## src/rtl/ofifo_collector_pkg.sv

```systemverilog
// Shared definitions for the MAC array output path (array, row, collector).
//   PSUM_BW : psum width per column
//   COL     : number of array columns
//   DEPTH   : default entries per collector column FIFO
//   psum_t  : one column psum
package ofifo_collector_pkg;
    localparam int PSUM_BW = 16;
    localparam int COL     = 8;
    localparam int DEPTH   = 8;

    typedef logic [PSUM_BW-1:0] psum_t;
endpackage

```

## src/rtl/ofifo_lane.sv

```systemverilog
// Single-column synchronous FIFO with first-word fall-through.
//   clk, reset : clock, synchronous active-high reset (pointers only)
//   din, wr    : write data and strobe
//   pop        : advance read pointer (caller guarantees lane non-empty)
//   dout       : head entry (valid only while !empty)
//   empty/full : occupancy flags, combinational from pointers
//   ovf        : this cycle's write is being dropped (wr on full lane without pop)
module ofifo_lane #(
    parameter int psum_bw = 16,
    parameter int depth   = 8
) (
    input  logic               clk,
    input  logic               reset,
    input  logic [psum_bw-1:0] din,
    input  logic               wr,
    input  logic               pop,
    output logic [psum_bw-1:0] dout,
    output logic               empty,
    output logic               full,
    output logic               ovf
);
    localparam int AW = $clog2(depth);

    // Extra MSB distinguishes full from empty when indices coincide.
    logic [AW:0]        wr_ptr, rd_ptr;
    logic [psum_bw-1:0] mem [depth];
    logic               push;

    assign empty = (wr_ptr == rd_ptr);
    assign full  = (wr_ptr[AW-1:0] == rd_ptr[AW-1:0]) && (wr_ptr[AW] != rd_ptr[AW]);
    // A pop in the same cycle frees the head slot, so a full lane still accepts.
    assign push  = wr && (!full || pop);
    assign ovf   = wr && full && !pop;
    assign dout  = mem[rd_ptr[AW-1:0]];

    always_ff @(posedge clk) begin
        if (reset) begin
            wr_ptr <= '0;
            rd_ptr <= '0;
        end else begin
            if (push) wr_ptr <= wr_ptr + 1'b1;
            if (pop)  rd_ptr <= rd_ptr + 1'b1;
        end
    end

    // Storage is not reset; pointers alone define what is valid.
    always_ff @(posedge clk) begin
        if (push) mem[wr_ptr[AW-1:0]] <= din;
    end
endmodule

```

## src/rtl/ofifo_collector.sv

```systemverilog
// Collects skewed per-column psums from the MAC array south edge and
// re-aligns them into whole-row words through one FIFO per column.
//   clk, reset : clock, synchronous active-high reset
//   in, wr     : packed column psums and per-column write strobes
//   rd         : pop one aligned row word (ignored while !o_valid)
//   out        : aligned row word, zero while !o_valid
//   o_valid    : every column holds data
//   o_full     : any column is full
//   o_empty    : every column is empty
//   err_ovf    : sticky, a write was dropped on a full column
module ofifo_collector
    import ofifo_collector_pkg::*;
#(
    parameter int col     = COL,
    parameter int psum_bw = PSUM_BW,
    parameter int depth   = DEPTH
) (
    input  logic                   clk,
    input  logic                   reset,
    input  logic [col*psum_bw-1:0] in,
    input  logic [col-1:0]         wr,
    input  logic                   rd,
    output logic [col*psum_bw-1:0] out,
    output logic                   o_valid,
    output logic                   o_full,
    output logic                   o_empty,
    output logic                   err_ovf
);
    logic [col-1:0]              empty, full, ovf;
    logic [col-1:0][psum_bw-1:0] dout;
    logic                        pop;

    // All lanes advance together, and only once a complete row is present.
    assign o_valid = ~|empty;
    assign o_empty = &empty;
    assign o_full  = |full;
    assign pop     = rd && o_valid;

    for (genvar c = 0; c < col; c++) begin : g_lane
        ofifo_lane #(
            .psum_bw(psum_bw),
            .depth  (depth)
        ) u_lane (
            .clk  (clk),
            .reset(reset),
            .din  (in[psum_bw*c +: psum_bw]),
            .wr   (wr[c]),
            .pop  (pop),
            .dout (dout[c]),
            .empty(empty[c]),
            .full (full[c]),
            .ovf  (ovf[c])
        );
        assign out[psum_bw*c +: psum_bw] = o_valid ? dout[c] : '0;
    end

    always_ff @(posedge clk) begin
        if (reset)    err_ovf <= 1'b0;
        else if (|ovf) err_ovf <= 1'b1;
    end
endmodule

```

## config.mk

```make
export PLATFORM = sky130hd
export DESIGN_NAME = ofifo_collector
export DESIGN_NICKNAME = d
export VERILOG_FILES = /design/src/rtl/ofifo_collector_pkg.sv /design/src/rtl/ofifo_lane.sv /design/src/rtl/ofifo_collector.sv
export SDC_FILE = /design/constraint.sdc
export NUM_CORES = 1
export LEC_CHECK = 0
export ABC_CLOCK_PERIOD_IN_PS = 6900
export BUFFER_PORTS_ARGS = -buffer_cell sky130_fd_sc_hd__buf_4
export CELL_PAD_IN_SITES_DETAIL_PLACEMENT = 0
export CELL_PAD_IN_SITES_GLOBAL_PLACEMENT = 1
export CORE_MARGIN = 2
export CORE_UTILIZATION = 57
export CTS_CLUSTER_SIZE = 28
export DETAILED_ROUTE_END_ITERATION = 7
export GPL_TIMING_DRIVEN = 0
export PLACE_DENSITY = 0.81
export SYNTH_ARGS = -nofsm -noshare
export SYNTH_HDL_FRONTEND = slang
export SYNTH_SLANG_ARGS = --single-unit
```

## constraint.sdc

```tcl
create_clock -name clk -period 6.9 [get_ports clk]
set_input_delay 1.38 -clock clk [delete_from_list [all_inputs] [get_ports clk]]
set_output_delay 1.38 -clock clk [all_outputs]
set_load 0.1 [all_outputs]
```

Word level (Yosys, flattened, before mapping)

Memories as Yosys holds them, arrays and structs flattened. A register that Yosys moved wholly into a read port is not among the register bits.
Index checks and enable logic that the tools add are counted.

Memories: 8
Flip-flop bits (word level): 65
Word-level logic and storage cells: 160
Bits in writable memories: 1,024

Memory list:

| memory               | depth | bits a word | read ports | clocked after Yosys merged registers in | wr ports | RTL line         | RTL |
|---|---|---|---|---|---|---|---|
| g_lane[0].u_lane.mem | 8     | 16          | 1          | 1                                       | 1        | ofifo_lane.sv:26 | `logic [psum_bw-1:0] mem [depth];` |
| g_lane[1].u_lane.mem | 8     | 16          | 1          | 1                                       | 1        | ofifo_lane.sv:26 |  |
| g_lane[2].u_lane.mem | 8     | 16          | 1          | 1                                       | 1        | ofifo_lane.sv:26 |  |
| g_lane[3].u_lane.mem | 8     | 16          | 1          | 1                                       | 1        | ofifo_lane.sv:26 |  |
| g_lane[4].u_lane.mem | 8     | 16          | 1          | 1                                       | 1        | ofifo_lane.sv:26 |  |
| g_lane[5].u_lane.mem | 8     | 16          | 1          | 1                                       | 1        | ofifo_lane.sv:26 |  |
| +2 memories          | n/a   | n/a         | n/a        | n/a                                     | n/a      | n/a              |  |

Muxes and demuxes: 40
Reductions and logical operators: 55
Add/sub/neg operators: 16
Eq/ne operators: 24

Operator list:

| cell                                                           | count |
|---|---|
| 16-bit two-way mux                                             | 8 |
| 4-bit by 1-bit adder with 4-bit output (second input constant) | 16 |
| 3-bit two-way mux                                              | 16 |
| 1-bit logical AND                                              | 33 |
| 4-bit == test                                                  | 8 |
| 3-bit == test                                                  | 8 |
| 8-bit OR reduction                                             | 3 |
| 1-bit two-way mux                                              | 16 |
| 1-bit zero test                                                | 10 |
| 1-bit logical OR                                               | 8 |
| 1-bit inequality test                                          | 8 |
| 8-bit AND reduction                                            | 1 |

Depth between registers and ports, before layout

Gate-level depths: netlist of run 1.

Depth in word-level cells: 8
Mapped depth: 11
Gate-level depth less buffers: 6

Hierarchy

A second synthesis of run 1 with hierarchy kept.

Cell total of the unflattened synthesis: 2,334
Area total of the unflattened synthesis: 46,066.7 um^2

By module, submodules not included:

| module                             | times used | area an instance (um^2) | cells an instance |
|---|---|---|---|
| ofifo_lane at g_lane[2].u_lane ... | 6          | 5,505.3                 | 254 |
| ofifo_lane at g_lane[0].u_lane ... | 2          | 5,514.0                 | 254 |
| ofifo_collector                    | 1          | 2,006.9                 | 302 |

Worst setup path before layout of run 1

No wires, ideal clock.

Kind: reg-to-output
From: reg g_lane[3].u_lane.wr_ptr[1]
To: out out[100]
Slack: 2.136 ns
Arrival: 3.384 ns
Data required time: 5.520 ns
Stages on the path, launching flop included: 10
Path through: dfxtp_1 -> buf_2 -> xor2_1 -> nor4b_1 -> nor4_2 -> clkbuf_1 -> nand2_1 -> clkbuf_1 -> clkbuf_1 -> nor2_1

Word-level cells in the longest chain between the ends: 3

RTL lines:

| what                   | RTL line              | RTL |
|---|---|---|
| from (decl)            | ofifo_lane.sv:25      | `logic [AW:0] wr_ptr, rd_ptr;` |
| from (signal assigned) | ofifo_lane.sv:41      | `if (push) wr_ptr <= wr_ptr + 1'b1;` |
| 4-bit == test          | ofifo_lane.sv:29      | `assign empty = (wr_ptr == rd_ptr);` |
| 8-bit OR reduction     | ofifo_collector.sv:34 | `assign o_valid = ~\|empty;` |
| 16-bit two-way mux     | ofifo_collector.sv:54 | `assign out[psum_bw*c +: psum_bw] = o_valid ? dout[c] : '0;` |
| to (decl)              | ofifo_collector.sv:23 | `output logic [col*psum_bw-1:0] out,` |

No other way between the ends.

Final worst setup path of run 1

From: reg g_lane[5].u_lane.wr_ptr[1]
To: out out[12]

Word-level cells in the longest chain between the ends: 3

RTL lines:

| what                   | RTL line |
|---|---|
| from (decl)            | ofifo_lane.sv:25 |
| from (signal assigned) | ofifo_lane.sv:41 |
| 4-bit == test          | ofifo_lane.sv:29 |
| 8-bit OR reduction     | ofifo_collector.sv:34 |
| 16-bit two-way mux     | ofifo_collector.sv:54 |

No other way between the ends.

==> results of run 1 <==
[worst reg2reg max path: stages, from the launching register on]
cell	delay (ps)
dfxtp_1	300
buf_2	190
xor2_1	230
nor4b_1	160
nor4_2	850
a31oi_1	480
or2_2	450
nor3_2	680
buf_6	260
[state kept, by name (all words and copies together) (netlist names), named ones only]
signal / count
g_lane.u_lane.mem: 1024
g_lane.u_lane.rd_ptr: 32
g_lane.u_lane.wr_ptr: 32
err_ovf: 1
[final timing paths]
path	to	slack, ps	cells past startpoint
max	out[12]	460	10
min	err_ovf$_SDFFE_PP0P_	450	2
max reg2reg	g_lane[6].u_lane.mem[4][3]$_DFFE_PP_	3000	8
min reg2reg	err_ovf$_SDFFE_PP0P_	450	2
[layout make-up]
| type | instances | share of cell area [%] |
|---|---|---|
| Antenna cell | 5 | 0.0244 |
| Buffer | 125 | 1.03 |
| Clock buffer | 139 | 5.71 |
| Clock inverter | 61 | 1.04 |
| Inverter | 16 | 0.117 |
| Multi-Input combinational cell | 926 | 20.4 |
| Sequential cell | 1113 | 63.5 |
| Tap cell | 978 | 2.39 |
| Timing Repair Buffer | 342 | 5.75 |
[kinds of logic after synthesis]
family / share of synthesized area (%)
flip-flops: 75.1
XOR/XNOR: 1.25
adder cells (fa/ha/maj): 0.462
AND/OR/NAND/NOR: 4.22
multiplexers: 16.9
AO/OA/AOI/OAI: 0.708
buffers and inverters: 1.35
[metrics by stage]
stage               setup WS, ps  utilization, %  instances
floorplan                   2140               -       2180
global placement             601            61.6       3426
detailed placement          1220            63.2       3500
CTS                          506            67.8       3700
global route                 305            67.8       3703
finish                       462            67.8       3705
[layout by cell type, fill, tap and decap left out, drive strengths merged, types with 9 or more instances in the layout]
cell type  count
edfxtp      1024
clkinv        48
dfxtp         89
nand2         44
bufinv         9
ha            16
nor4          13
mux2          18
nor3          32
o21ai         13
nor2b         18
nand3         17
inv           17
clkbuf       219
mux4         256
nor4b          9
mux2i        136
a21oi          9
nand4         12
xnor2         28
nor2         221
xor2          34
buf          387
[per-layer routing]
metal,track usage [%],share of wire (%),up-vias
li1,-,-,9679
met1,32.5,41,11409
met2,40.9,51,598
met3,4.90,6.1,121
met4,6.40,2.0,6
met5,0,0.034,-
[power by group through the flow]
stage	Combinational, mW	Clock [mW]	Sequential [mW]
floorplan	0.254	0	7.71
global placement	0.464	0	7.72
detailed placement	0.539	0	7.72
CTS	0.542	5.81	7.58
global route	0.583	6.07	7.59
finish	0.537	5.71	7.58
==> run metrics, run 1 <==
Clock Sinks=around 1.1k; sequence of cells on the critical path=buf_2, xor2_1, nor4b_1, nor4_2, clkbuf_1, nand2_1, clkbuf_2, clkbuf_1, nor2_1, buf_4; total wire length=93600 um; Ys Warns=0; Seq pwr share=a little over half; Max Root-Sink Buffers=3; top_reg_cell synth=edfxtp_1; Ports=271; multi-input logic area=around 10000 sq um; P per Cell Area=270 nW/um^2; Yosys reg bits=about 1.1k; DRC violations left=0; GR Overflow Total=0; IR drop worst, VDD=0.227 mV; Period minus WS final=around 6400 ps; period utilization=just over 90%; Post-CTS Setup Inserts=0; Die ar.=slightly below 80000 sq um; placed cell areas=approximately 48000 sq um; clk_skew=24.6 ps; kind of cell adding the most delay to the critical path=buffers and inverters; Vias/cell=5.89; Rel. slew slack=roughly 20%; max capacitance violation total=0; status=complete, no violations; Die Wd=280 um; post-route cell area=51200 sq um; most used cell, CP=clkbuf_1; Clock Latency Late Sink=~660 ps; mapped cell area=about 43000 sq um; Worst Setup SP=g_lane[5].u_lane.wr_ptr[1]$_SDFFE_PP0P_; DRT Pass-1 Iters=5; Synth area leaders=edfxtp_1, mux4_2, dfxtp_1, mux2i_1, nor2_1; ys async rst share=0%; max frequency=~160 MHz; Unique masters post-synth=44; core box area=between 70000 and 80000 sq um; DR vias=21.8k; Crit Path Category=reg -> out; TritonCTS clock tree=built; largest net degree at the start of global routing=15; Hold WS=around 450 ps; DRT antenna net count=0; Critical Path AT=~5100 ps; reg2reg start=g_lane[2].u_lane.wr_ptr[2]$_SDFFE_PP0P_; Clock power frac=between 40 and 50%; Syn Inst Count=about 2.2k; Crit. End Element=primary output; Pint=11.1 mW; Final Slew Violations=0; syn nets=~2.3k; Clock Tree Root=clkbuf_16; Switching Share=approximately a fifth; post-CTS resize count=0; DR iter-0 viols=1826; critical-path maximum fanout=10; Sum Neg Setup Slack=0 ps; post-synth top area cell=edfxtp_1; Area growth syn-to-layout=18.2%; antenna violations before repair=7; leak pwr=16.7 nW; htree depth=3; CP Launch Type=flip-flop; num rows=101; Gate power share=approximately 3.9%; Fillers=about 4.9k; first-pass GRT wire length=roughly 140000 um; Max stage delay cell, worst path=nor4_2; # setup viols final=0; post-synthesis sequential area ratio=between 70% and 80%; min-delay worst type=reg -> reg; CP bufs+invs=5; DP HPWL=around 64000 um; clock-pin slew on the worst setup and hold paths=~60 ps; I/O Buffers=268; Die Y=roughly 280 um; synthesized area per cell=19.9 sq um; Worst-Margin Slew=roughly 1200 ps; Final Wtd Congestion=0.805; gr usage total=about a quarter; layout cells sized above 1=a little under a third; PnR Total Power=between 10 and 15 mW; most instantiated cells after synthesis=edfxtp_1, mux4_2, nor2_1, mux2i_1, dfxtp_1; Crit path largest cell delay=890 ps; CTS buffer count=110; wire per inst=25.3 um; sw power=around 2.8 mW; count leader, synth=edfxtp_1; post-synth top area share=71.0%; Sequential Area=32500 sq um; Post-synth EDFFs=1024; cts hold-fix bufs=0; final net count=approximately 2.8k; Initial Utilization=about 57%; Crit path required time=roughly 5500 ps; final hold violations=0; unrepaired setup endpoints after global routing=no; vias in the first global route=about 23k; Hold Startpoint=err_ovf$_SDFFE_PP0P_
Note: power is estimated with default switching activity, not from simulation.
==> inputs of run 2 (changes only) <==
--- a/config.mk
+++ b/config.mk
@@ -9,11 +9,11 @@
 export BUFFER_PORTS_ARGS = -buffer_cell sky130_fd_sc_hd__buf_4
 export CELL_PAD_IN_SITES_DETAIL_PLACEMENT = 0
 export CELL_PAD_IN_SITES_GLOBAL_PLACEMENT = 1
-export CORE_MARGIN = 2
 export CORE_UTILIZATION = 57
 export CTS_CLUSTER_SIZE = 28
 export DETAILED_ROUTE_END_ITERATION = 7
 export GPL_TIMING_DRIVEN = 0
+export MAX_ROUTING_LAYER = met4
 export PLACE_DENSITY = 0.81
 export SYNTH_ARGS = -nofsm -noshare
 export SYNTH_HDL_FRONTEND = slang
==> run metrics, run 2 (synthesis results as in run 1) <==
layout cells sized above 1=32.0% (+0.31 points); largest net degree at the start of global routing=15 (unchanged); status=complete, no violations; final net count=2798 (+0.32%); Gate power share=3.9% (about the same); Period minus WS final=6470 ps (+28.0 ps); TritonCTS clock tree=built; wire per inst=25.3 um (+0.34%); Clock Latency Late Sink=670 ps (about the same); Worst-Margin Slew=1210 ps (+10.5 ps); Max Root-Sink Buffers=3 (unchanged); Die ar.=77100 sq um (-1.4%); most frequent cells in the layout=edfxtp_1, buf_4, mux4_2, nor2_1, mux2i_1; Crit. End Element=primary output; PnR Total Power=13.8 mW (-0.25%); worst reg-to-reg path cell count=10 (+2); DP HPWL=63900 um (about the same); Initial Utilization=57.9% (+0.57 points); Sum Neg Setup Slack=0 ps (unchanged); Pint=11.0 mW (-0.63%); critical-path maximum fanout=10 (unchanged); Rel. slew slack=19.4% (-0.70 points); total wire length=94100 um (+0.56%); # setup viols final=0 (unchanged); Ports=271 (unchanged); Vias/cell=5.89 (about the same); CTS buffer count=109 (-0.91%); DR vias=21.9k (+0.27%); GR Overflow Total=0 (unchanged); IR drop worst, VDD=0.229 mV (+1.0%); Critical Path AT=5090 ps (+30 ps); Clock power frac=41.1% (-0.2 points); cts hold-fix bufs=0 (unchanged); Final Slew Violations=0 (unchanged); Clock Sinks=1113 (unchanged); reg2reg start=g_lane[6].u_lane.wr_ptr[1]$_SDFFE_PP0P_; htree depth=3 (unchanged); Final Wtd Congestion=0.813 (+1.0%); CP Launch Type=flip-flop; leak pwr=16.7 nW (+0.21%); Clock Tree Root=clkbuf_16; gr usage total=25.5% (+1.3 points); max capacitance violation total=0 (unchanged); I/O Buffers=268 (unchanged); antenna violations before repair=11 (+4); clock-pin slew on the worst setup and hold paths=60 ps (about the same); Hold Startpoint=err_ovf$_SDFFE_PP0P_; register-to-register setup slack=3110 ps (+110 ps); first-pass GRT wire length=141000 um (+0.70%); num rows=100 (-0.99%); Die Wd=278 um (-0.72%); DRT Pass-1 Iters=5 (unchanged); period utilization=93.7% (+0.41 points); P per Cell Area=269 nW/um^2 (-0.40%); final hold violations=0 (unchanged); max frequency=155 MHz (-0.43%); Finished Layout Cells=3713 (+0.22%); WHS Endpoint=err_ovf$_SDFFE_PP0P_; sw power=2.80 mW (+1.3%); DR iter-0 viols=1684 (-7.8%); reg2reg end=g_lane[2].u_lane.mem[3][11]$_DFFE_PP_; Crit path required time=5520 ps (about the same); vias in the first global route=23.1k (+1.2%); Area growth syn-to-layout=18.4%; unrepaired setup endpoints after global routing=no; core box area=74800 sq um (-0.99%); Seq pwr share=55.0% (+0.2 points); min-delay worst type=reg -> reg; max reg flops=1024 (unchanged); Post-CTS Setup Inserts=0 (unchanged); placed cells=3501 (+0.029%); Switching Share=20.3% (+0.31 points); DRC violations left=0 (unchanged); Die Y=278 um (-0.72%); clk_skew=31.7 ps (+7.07 ps); most common cell after layout, fill and taps aside=edfxtp_1; post-CTS resize count=0 (unchanged); DRT antenna net count=0 (unchanged); Crit Path Category=reg -> out; Hold Path Depth=2 (unchanged)
-- run 2: metrics by stage --
step                      setup slack (ps)  instance area (sq um)  util, %  hold slack [ps]
after floorplan                       2140                  43300        -              491
after global placement                 680                  46600     62.2              447
after detailed placement              1270                  47900     64.0              454
after CTS                              539                  51300     68.5              465
after global routing                   176                  51300     68.6              499
final                                  434                  51300     68.6              470
-- run 2: final cells by class --
class                           instances  area (sq um)
Tap cell                              969          1210
Antenna cell                           11          27.5
Sequential cell                      1113         32500
Clock buffer                          140          2890
Inverter                               16          60.1
Multi-Input combinational cell        926         10500
Buffer                                125           527
Clock inverter                         61           527
Timing Repair Buffer                  352          3060
Fill cell                            4767         23500
-- run 2: worst max-delay path: stages (launching register included) --
cell	delay, ps
dfxtp_1	310
buf_2	170
xor2_1	180
nor4b_1	780
nor4_2	250
clkbuf_1	380
nand2_1	290
clkbuf_2	650
clkbuf_1	800
nor2_1	270
buf_4	320
-- run 2: power by group through the flow --
stage | Sequential (mW) | Combinational [mW] | Clock, mW
finish | 7.58 | 0.541 | 5.67
global route | 7.59 | 0.583 | 6.01
CTS | 7.58 | 0.545 | 5.76
detailed placement | 7.72 | 0.542 | 0
global placement | 7.72 | 0.466 | 0
floorplan | 7.71 | 0.254 | 0
-- run 2: metal layers --
layer	wire length [um]	GRT usage [%]	vias up
li1	-	-	9699
met1	38100	32.8	11353
met2	47600	40.9	646
met3	5650	5.12	174
met4	2740	8.85	0
met5	0	-	-
-- run 2: worst max path at each step --
stage,start,to,slack (ps),cells past startpoint
after floorplan,g_lane[3].u_lane.wr_ptr[1]$_SDFFE_PP0P_,out[100],2140,9
after global placement,g_lane[1].u_lane.wr_ptr[1]$_SDFFE_PP0P_,out[14],680,10
after detailed placement,g_lane[1].u_lane.wr_ptr[1]$_SDFFE_PP0P_,out[13],1270,10
after CTS,g_lane[1].u_lane.wr_ptr[1]$_SDFFE_PP0P_,out[13],540,10
after global routing,g_lane[3].u_lane.wr_ptr[2]$_SDFFE_PP0P_,out[13],180,10
final,g_lane[1].u_lane.wr_ptr[1]$_SDFFE_PP0P_,out[13],430,10
